--- src/rtl/sdram_arbiter.sv ---
// sdram_arbiter: two-port arbiter and cycle sequencer in front of the TMS99000 SDRAM controller.
// Build option SDRAM_ARB_RR_EN selects round-robin arbitration; without it port A has fixed priority.
//
// state   | meaning
// --------+---------------------------------------------------------------
// ST_INIT | power-up wait, down-counter init_cnt runs to terminal count 0
// ST_IDLE | arbitrate every clock; grant or dummy refresh launches a cycle
// ST_RUN  | machine cycle in flight, cyc_cnt counts c = 0 .. CYCLE_LEN-2
module sdram_arbiter #(
  parameter int CYCLE_LEN = 18,
  parameter int RD_LAT    = 9,
  parameter int RFSH_INT  = 900,
  parameter int INIT_WAIT = 32
) (
  input  logic        clk_in,
  input  logic        rst,
  input  logic        a_req,
  input  logic        a_we,
  input  logic [23:0] a_addr,
  input  logic [15:0] a_wdata,
  output logic [15:0] a_rdata,
  output logic        a_ack,
  input  logic        b_req,
  input  logic        b_we,
  input  logic [23:0] b_addr,
  input  logic [15:0] b_wdata,
  output logic [15:0] b_rdata,
  output logic        b_ack,
  output logic [23:0] sd_ad,
  output logic [15:0] sd_din,
  output logic        sd_nwr,
  output logic        sd_as,
  input  logic [15:0] sd_dout
);

  localparam int CW = $clog2(CYCLE_LEN);
  localparam int IW = $clog2(INIT_WAIT + 1);
  localparam int RW = $clog2(RFSH_INT + 1);

  typedef enum logic [1:0] {ST_INIT, ST_IDLE, ST_RUN} state_t;

  state_t        state, state_nxt;
  logic [IW-1:0] init_cnt;
  logic [CW-1:0] cyc_cnt;
  logic [RW-1:0] idle_cnt;
  logic          gnt_a, gnt_b, gnt_rfsh, launch, rd_point;
  logic          own_a, own_b;
`ifdef SDRAM_ARB_RR_EN
  logic          last_b;
`endif

  always_ff @(posedge clk_in or posedge rst) begin
    if (rst) state <= ST_INIT;
    else     state <= state_nxt;
  end

  // The single IDLE clock doubles as the closing clock of the machine cycle,
  // so back-to-back launches land exactly CYCLE_LEN clocks apart.
  always_comb begin
    state_nxt = state;
    case (state)
      ST_INIT: if (init_cnt == '0) state_nxt = ST_IDLE;
      ST_IDLE: if (launch) state_nxt = ST_RUN;
      ST_RUN:  if (cyc_cnt == CW'(CYCLE_LEN - 2)) state_nxt = ST_IDLE;
      default: state_nxt = ST_INIT;
    endcase
  end

  always_comb begin
    gnt_a    = 1'b0;
    gnt_b    = 1'b0;
    gnt_rfsh = 1'b0;
    if (state == ST_IDLE) begin
`ifdef SDRAM_ARB_RR_EN
      gnt_a = a_req && (!b_req || last_b);
`else
      gnt_a = a_req;
`endif
      gnt_b    = b_req && !gnt_a;
      gnt_rfsh = !a_req && !b_req && (idle_cnt == RW'(RFSH_INT - 1));
    end
  end

  assign launch   = gnt_a | gnt_b | gnt_rfsh;
  assign rd_point = (state == ST_RUN) && (cyc_cnt == CW'(RD_LAT));

  always_ff @(posedge clk_in or posedge rst) begin
    if (rst) begin
      init_cnt <= IW'(INIT_WAIT - 1);
      cyc_cnt  <= '0;
      idle_cnt <= '0;
    end else begin
      if (state == ST_INIT && init_cnt != '0) init_cnt <= init_cnt - IW'(1);
      if (launch)                cyc_cnt <= '0;
      else if (state == ST_RUN)  cyc_cnt <= cyc_cnt + CW'(1);
      if (launch)                              idle_cnt <= '0;
      else if (idle_cnt != RW'(RFSH_INT - 1))  idle_cnt <= idle_cnt + RW'(1);
    end
  end

`ifdef SDRAM_ARB_RR_EN
  always_ff @(posedge clk_in or posedge rst) begin
    if (rst)        last_b <= 1'b1;
    else if (gnt_a) last_b <= 1'b0;
    else if (gnt_b) last_b <= 1'b1;
  end
`endif

  // Dummy refresh cycles are reads of address 0 owned by neither port.
  always_ff @(posedge clk_in or posedge rst) begin
    if (rst) begin
      sd_as   <= 1'b0;
      sd_ad   <= '0;
      sd_din  <= '0;
      sd_nwr  <= 1'b1;
      own_a   <= 1'b0;
      own_b   <= 1'b0;
      a_ack   <= 1'b0;
      b_ack   <= 1'b0;
      a_rdata <= '0;
      b_rdata <= '0;
    end else begin
      sd_as <= launch;
      if (launch) begin
        own_a <= gnt_a;
        own_b <= gnt_b;
        if (gnt_a) begin
          sd_ad  <= a_addr;
          sd_din <= a_wdata;
          sd_nwr <= !a_we;
        end else if (gnt_b) begin
          sd_ad  <= b_addr;
          sd_din <= b_wdata;
          sd_nwr <= !b_we;
        end else begin
          sd_ad  <= '0;
          sd_din <= '0;
          sd_nwr <= 1'b1;
        end
      end
      a_ack <= rd_point && own_a;
      b_ack <= rd_point && own_b;
      if (rd_point && own_a && sd_nwr) a_rdata <= sd_dout;
      if (rd_point && own_b && sd_nwr) b_rdata <= sd_dout;
    end
  end

endmodule

--- config.mk ---
export PLATFORM = sky130hd
export DESIGN_NAME = sdram_arbiter
export DESIGN_NICKNAME = d
export VERILOG_FILES = /design/src/rtl/sdram_arbiter.sv
export SDC_FILE = /design/constraint.sdc
export NUM_CORES = 1
export LEC_CHECK = 0
export ABC_AREA = 1
export ABC_CLOCK_PERIOD_IN_PS = 11200
export CAP_MARGIN = 20
export CORE_MARGIN = 5
export CORE_UTILIZATION = 32
export DETAILED_ROUTE_END_ITERATION = 7
export MAX_ROUTING_LAYER = met4
export RECOVER_POWER = 50
export SETUP_SLACK_MARGIN = 0.4
export SLEW_MARGIN = 20
export SYNTH_ARGS = -nofsm -noshare
export SYNTH_HDL_FRONTEND = slang
export SYNTH_SLANG_ARGS = --single-unit
--- constraint.sdc ---
create_clock -name clk_in -period 11.2 [get_ports clk_in]
set_input_delay 3.36 -clock clk_in [delete_from_list [all_inputs] [get_ports clk_in]]
set_output_delay 3.36 -clock clk_in [all_outputs]
set_load 0.02 [all_outputs]
* After elaboration in Yosys (flattened, before gate mapping)
Index checks and enable logic that the tools add are counted.
** Cells by class
- Bitwise logic cells :: 2
- $add $sub $neg :: 3
- Reductions and logical operators :: 19
- Equality and inequality tests :: 9
- Mux-type cells :: 17
** Operators with widths (count)
- two-way mux 24 bit :: 2
- two-way mux 16 bit :: 2
- two-way mux 10 bit :: 2
- adder 10 x 1 -> 10 bit (second input constant) :: 1
- == test 10 bit (second input constant) :: 1
- two-way mux 5 bit :: 2
- inequality test 10 bit (second input constant) :: 1
- logical AND 1 bit :: 9
- zero test 6 bit :: 1
- two-way mux 2 bit :: 3
- inequality test 2 bit (second input constant) :: 3
- one-hot mux 2 bit (3 select lines) :: 1
- nonzero test 6 bit :: 1
- subtractor 6 x 1 -> 6 bit (second input constant) :: 1
- adder 5 x 1 -> 5 bit (second input constant) :: 1
- == test 5 x 4 -> 1 bit (second input constant) :: 1
- == test 5 bit (second input constant) :: 1
- two-way mux 1 bit :: 5
- zero test 1 bit :: 4
- nonzero test 2 bit :: 2
- AND reduction 3 bit :: 1
- == test 2 x 1 -> 1 bit (second input constant) :: 1
- == test 2 bit (second input constant) :: 1
- zero test 2 bit :: 1
- bitwise OR 1 bit :: 2
** Storage, ports and cells
- Register bits after elaboration :: 101
- Output and inout port bits :: 76
- Input bits :: 102
- Logic and storage cells :: 64

* Longest topological paths before layout
Gate-level depths: netlist of the first run.
- Depth after elaboration :: 7
- Gate-level depth with buffers :: 9
- Mapped depth without buffers :: 8

* Least setup slack after synthesis of the first run
No wires, ideal clock.
- Path kind :: input to register
- Start :: input a_req
- End :: register idle_cnt[2]
- Setup slack :: 6.906 ns
- Arrival time :: 4.223 ns
- Stages :: 7
- Data required time :: 11.129 ns
- Setup time :: 0.071 ns
- Buffers on the path :: 2
- Cells stage by stage :: clkbuf_1 nor2_1 nand2_1 nand2_2 buf_6 nand2_1 nor2_1
** On the way
- Longest elaborated chain between the ends :: 6
- Elaborated cells on any way between the ends :: 11
- Classes of those cells :: mux (4); bitwise (2); reduce/logical (5)
** Ends and longest elaborated chain
- start: declaration :: RTL line 17 : input logic a_req,
- zero test 1 bit :: RTL line 79, 80
- logical AND 1 bit, on equally long branches :: RTL line 79, 80
- two-way mux 1 bit or logical AND 1 bit (tied branches) :: RTL line 73, 80
- bitwise OR 1 bit or two-way mux 1 bit (tied branches) :: RTL line 84, 73
- bitwise OR 1 bit * :: RTL line 84 : assign launch = gnt_a | gnt_b | gnt_rfsh;
- two-way mux 10 bit or nonzero test 2 bit (tied branches)
- end signal: assignment :: RTL line 97 : else if (idle_cnt != RW'(RFSH_INT - 1)) idle_cnt <= idle_cnt + RW'(1);
- end: declaration :: RTL line 45 : logic [RW-1:0] idle_cnt;
Every way passes the cells marked *; elsewhere a longest branch is shown, timed or not.
A chain may end at the register's enable or synchronous reset.

* Final worst setup path of the first run
- Start :: input a_req
- End :: register sd_nwr
** On the way
- Longest elaborated chain between the ends :: 5
- Elaborated cells on any way between the ends :: 11
- Classes of those cells :: mux (5); bitwise (2); reduce/logical (4)
** Ends and longest elaborated chain
- zero test 1 bit :: RTL line 79, 80
- logical AND 1 bit, on equally long branches :: RTL line 79, 80
- two-way mux 1 bit or logical AND 1 bit (tied branches) :: RTL line 73, 80
- two-way mux 1 bit, or another cell as far along :: RTL line 131 : end else if (gnt_b) begin
- two-way mux 1 bit or bitwise OR 1 bit (tied branches) :: RTL line 127, 84
- end signal: assignment :: RTL line 130 : sd_nwr <= !a_we;
- end signal: assignment :: RTL line 134 : sd_nwr <= !b_we;
- end: declaration :: RTL line 31 : output logic sd_nwr,
Parallel ways exist; a longest one is shown, timed or not.

==> impl_results.md, run 1 <==
* LEAKAGE at 0.00304 uW
* Final worst slack at 4.48 ns
* Syn avg cell area at 8.80 sq um
* Worst setup SP type: input port
* Routed vias/inst at 4.81
* R2R depth at 6
* Crit path DAT at 6.98 ns
* CP max stage delay at 1.40 ns
* Setup TNS at 0 ns
* DIE WIDTH at 130 microns
* # Post-CTS Setup Buffers at 0
* Worst path depth at 6
* Clock tree sinks at 101
* Slowest cell on crit path: clkbuf_1
* Final nets at 790
* Crit-path max FO at 43
* Latest clock arrival within the worst-skew pair at 0.35 ns
* Top_reg_cell synth: dfrtp_1
* Wire per inst at 14.7 microns
* Ant. Diodes at 0
* Async SR Flop Fraction at 100%
* Initial antenna violation count at 0
* Setup violators final at 0
* Clock buffer depth at 2
* Area leader, netlist: dfrtp_1
* Root buf cell: clkbuf_16
* R2r startpoint: state[0]
* Synthesized flop and latch total at 101
* CTS tree: built
* Core footprint at 14,400 sq um
* Skew final at 0.0115 ns
* Worst VDD drop at 0.102 mV
* Fmax at 149 MHz
* First-pass DRT Iterations at 5
* Min-delay worst type: reg -> reg
* Final wirelength at 12,800 microns
* Worst hold start: sd_din[4]
* RD Place Congestion at 0.798
* First-pass GRT wire length at 20,900 microns
* WP buf/inv at 3
* Leading cell type in the layout, fill and taps excluded: clkdlybuf4s50_1
* Grt total ovfl at 0
* Critical path capture point type: flop
* H-tree Lvls at 3
* Reg2reg end: own_a
* Starting density of the core at 32.1%
* Hold depth at 2
* Area Growth Syn to Fin at 46.0%
* Max-Cap Viols at 1
* Fin. Hold Viols at 0
* Worst reg-to-reg setup slack at 8.74 ns
* Post-Syn Area at 4620 sq um
* Clk slew on worst S/H paths at 0.07 ns
* Final min period at 6.72 ns
* Ratio of total power to cell area at 204 nW/um^2
* Commonest non-fill, non-tap cells in the layout: 176 x clkdlybuf4s50_1, 115 x nand2_1, 95 x dfrtp_1, 91 x nand3_1, 45 x nand4_1
* Yosys warnings at 0
* Synth top area share at 51.5%
* Status: finished with violations
* Seq/Total Area, Yosys at 54.9%
* Post-place setup slack at 5.59 ns
* Critical Path RT at 11.46 ns
* Vias in the first global route at 4,192
* Placed cells at 856
* Die height at 130 microns
* Hold Buf Count CTS at 0
* Largest net degree at the start of global routing at 87
* Register area at 2530 sq um
* First DRT Iteration DRCs at 223
* Critical path type: in -> reg
* Final core occ at 46.9%
* Largest cells by area after synthesis: dfrtp_1 51%, nand3_1 9.9%, nand2_1 9.3%, nand4_1 6.1%, o21ai_1 3.6%
* Resized Gates After CTS at 0
* Fin. max-slew vios at 44
* Cells after synthesis at 525
* Post-route insts no fill at 872
* Total GRT Usage at 16.0%
* Fill cell total of the finished layout at 1,371
* Multi-input logic area at 1750 sq um
* Post-synth cell types at 29
* Final Cycle Share at 60.0%
* Share of layout cells above drive strength 1 at 5.09%
* IO Port Bufs at 177
* Drc violations at 0
* Die ar. at 16,900 sq um
* Slew @ Worst Pin at 1.96 ns
* CP delay by family, top: buffers and inverters
* Post-synth EDFFs at 0
* RSZ-0062 raised after global routing: false
* CTS Buf Count at 9
* Worst-path cell chain: clkdlybuf4s50_1, clkbuf_1, clkinv_2, nand3_1, o21ai_0, o21ai_1
* HPWL Detailed at 9160 microns
* IO Pins at 178
* Worst Hold Path EP: sd_din[4]
* Rows at 44
* Relative slew slack at -30.6%
* Post-synthesis net count at 632
* Failing checks: max-capacitance violations, max-slew violations
* Routed vias at 4,194
* DRT antenna net count at 0
-- power breakdown --
group / switching (uW) / internal, uW
clock: 141 / 153
combinational: 314 / 237
sequential: 66.7 / 463
total: 522 / 852
-- metal layers --
layer / global-route usage (%) / share of wire, % / up-vias
met5: - / 0 / -
met4: 4.58 / 0.98 / 0
met3: 5.57 / 8.4 / 10
met2: 22.9 / 46 / 137
met1: 21.4 / 45 / 1977
li1: - / - / 2070
-- cells by family (layout without fill, tap and decap cells) --
group	after synthesis	after routing	share of synthesized area, %
flip-flops	101	101	54.9
AND/OR/NAND/NOR	286	286	29.0
XOR/XNOR	12	12	2.28
buffers and inverters	75	238	7.34
adder cells (fa/ha/maj)	5	5	1.35
AO/OA/AOI/OAI	46	46	5.17
-- Yosys cell counts, types with 3 or more instances --
cell      number
a21oi_1        4
buf_2         13
buf_6          5
clkbuf_1      14
dfrtp_1       95
dfstp_2        6
ha_1           5
inv_1         39
nand2_1      115
nand2_2        3
nand3_1       91
nand4_1       45
nor2_1        25
nor2_2         3
o21ai_0        6
o21ai_1       33
xnor2_1        3
xor2_1         9
-- registers in the layout (all words and copies together), names as in the netlist, 2 cells and up --
register / flops
init_cnt: 6
cyc_cnt: 5
idle_cnt: 10
b_rdata: 16
sd_din: 16
a_rdata: 16
state: 2
sd_ad: 24
-- how the worst max path moves through the flow --
| stage | start | to | slack [ns] |
|---|---|---|---|
| after floorplan | rst | a_ack | 5.20 |
| after global placement | a_req | sd_nwr | 5.10 |
| after detailed placement | a_req | own_a | 5.59 |
| final | a_req | sd_nwr | 4.48 |
| after global routing | a_req | sd_nwr | 4.11 |
| after CTS | a_req | own_a | 5.97 |
-- layout make-up --
type | instances | area share, %
sequential | 101 | 37.6
timing repair buffer | 181 | 26.7
inverter | 41 | 2.32
clock inverter | 6 | 0.686
multi-input combinational | 349 | 25.9
clock buffer | 10 | 3.40
tap | 184 | 3.41
-- tightest hold or removal path, stage by stage, from the launching register on --
cell	delay (ns)
dfrtp_1	0.34
nand2_1	0.05
nand3_1	0.05
-- stage by stage --
step / power, uW / hold slack, ns / cell area, sq um
5_1_grt: 1470 / 0.508 / 6740
6_report: 1370 / 0.482 / 6740
3_5_place_dp: 1100 / 0.468 / 6470
3_3_place_gp: 1090 / 0.466 / 6470
2_1_floorplan: 853 / 0.442 / 4620
4_1_cts: 1400 / 0.486 / 6750
Note: power is estimated with default switching activity, not from simulation.
==> run 2: changes to the inputs <==
ABC_CLOCK_PERIOD_IN_PS = 5400   (was 11200)
clock period = 5.4 ns   (was 11.2 ns; I/O delays follow)
==> run 2 against run 1 <==
  * The flow now finishes without violations
  * Non-clock buffer count increased by 1
  * Clock power increased by 130%
  * Combinational power increased by 110%
  * Core utilization increased by 0.30 points
  * Hold slack got worse by 0.0033 ns
  * Highest routed layer unchanged
==> impl_results.md, run 2 (synthesized netlist as in run 1, its figures left out) <==
* Ant. Diodes at 0
* RSZ-0062 raised after global routing: false
* Setup TNS at 0 ns
* First DRT Iteration DRCs at 355
* Area Growth Syn to Fin at 46.9%
* Wire per inst at 14.7 microns
* Commonest non-fill, non-tap cells in the layout: 153 x clkdlybuf4s50_1, 115 x nand2_1, 95 x dfrtp_1, 91 x nand3_1, 45 x nand4_1
* Worst VDD drop at 0.222 mV
* Post-place setup slack at 1.74 ns
* Crit path DAT at 3.67 ns
* Rows at 44
* Starting density of the core at 32.1%
* Gate power share at 38.9%
* Clk network pwr share at 23.5%
* Share of layout cells above drive strength 1 at 5.22%
* Top reg by flops: sd_ad
* Critical path type: in -> reg
* Multi-input logic area at 1740 sq um
* Routed vias at 4,212
* RD Place Congestion at 0.832
* IO Port Bufs at 177
* Skew final at 0.0125 ns
* Clock buffer depth at 2
* Latest clock arrival within the worst-skew pair at 0.35 ns
* CTS Buf Count at 9
* Register area at 2530 sq um
* Sw frac at 37.4%
* Die ar. at 16,900 sq um
* Hold Buf Count CTS at 0
* Root buf cell: clkbuf_16
* Net switching power at 1090 uW
* Clock tree sinks at 101
* Fill cell total of the finished layout at 1,422
* Final min period at 3.40 ns
* Ratio of total power to cell area at 429 nW/um^2
* CTS tree: built
* # Post-CTS Setup Buffers at 0
* First-pass DRT Iterations at 4
* Total GRT Usage at 15.9%
* H-tree Lvls at 3
* Drc violations at 0
* P_int at 1820 uW
* Fin. Hold Viols at 0
* IO Pins at 178
* Initial antenna violation count at 0
* Post-route insts no fill at 873
* Worst setup SP type: input port
* Leading cell type in the layout, fill and taps excluded: clkdlybuf4s50_1
* LEAKAGE at 0.00305 uW
* Die height at 130 microns
* Critical Path RT at 5.68 ns
* Min-delay worst type: reg -> reg
* Final nets at 791
* Clk slew on worst S/H paths at 0.07 ns
* Final wirelength at 12,900 microns
* Vias in the first global route at 4,341
* Core footprint at 14,400 sq um
* DRT antenna net count at 0
* Grt total ovfl at 0
* Flop pwr share at 37.6%
* First-pass GRT wire length at 21,100 microns
* Fmax at 294 MHz
* Max FFs per register at 24
* Status: complete, no violations
* HPWL Detailed at 9100 microns
* Setup violators final at 0
* Slew @ Worst Pin at 1.01 ns
* Largest net degree at the start of global routing at 87
* Critical path capture point type: flop
* Hold slack at 0.479 ns
* Relative slew slack at 32.5%
* DIE WIDTH at 130 microns
* Routed vias/inst at 4.82
* Final Cycle Share at 62.9%
* Final worst slack at 2.00 ns
* Crit-path max FO at 52
* Resized Gates After CTS at 0
* Max-Cap Viols at 0
* Fin. max-slew vios at 0
* Placed cells at 857
[run 2: critical path: stages]
cell	delay (ns)
dlygate4sd3_1	0.60
nor2_1	0.28
nand2_1	0.12
nand2_2	0.74
nand3_1	0.17
nand2_1	0.11
[run 2: final timing paths]
path                           start           to  slack, ns  cells past startpoint
max                            a_req   cyc_cnt[0]       2.00                      6
min                        sd_din[4]    sd_din[4]       0.48                      2
max reg2reg                 state[0]   cyc_cnt[0]       2.86                      6
min reg2reg                sd_din[4]    sd_din[4]       0.48                      2
max in group asynchronous        rst       sd_nwr       2.47                      3
min in group asynchronous        rst  a_rdata[13]       1.92                      2
[run 2: final cells by class]
type	count	share of cell area [%]
clock inverter	6	1.11
sequential	101	37.4
inverter	41	2.30
tap	184	3.39
multi-input combinational	349	25.7
timing repair buffer	182	26.7
clock buffer	10	3.52
[run 2: power by group through the flow]
stage / sequential, uW / clock, uW / combinational (uW)
CTS: 1100 / 704 / 1160
detailed placement: 1100 / 0 / 1160
floorplan: 1280 / 0 / 493
global placement: 1100 / 0 / 1150
finish: 1090 / 683 / 1130
global route: 1120 / 736 / 1250
[run 2: metrics by stage]
stage	power [uW]	instance area, sq um	utilization (%)
6_report	2910	6790	47.2
5_1_grt	3110	6790	47.2
4_1_cts	2970	6800	47.3
3_5_place_dp	2270	6480	45.1
3_3_place_gp	2250	6480	45.1
2_1_floorplan	1770	4620	-
[run 2: routing by layer]
layer | global-route usage [%] | share of wire, %
met2 | 23.7 | 46
met4 | 4.89 | 1.2
met1 | 20.7 | 45
met3 | 5.03 | 7.7
met5 | - | 0
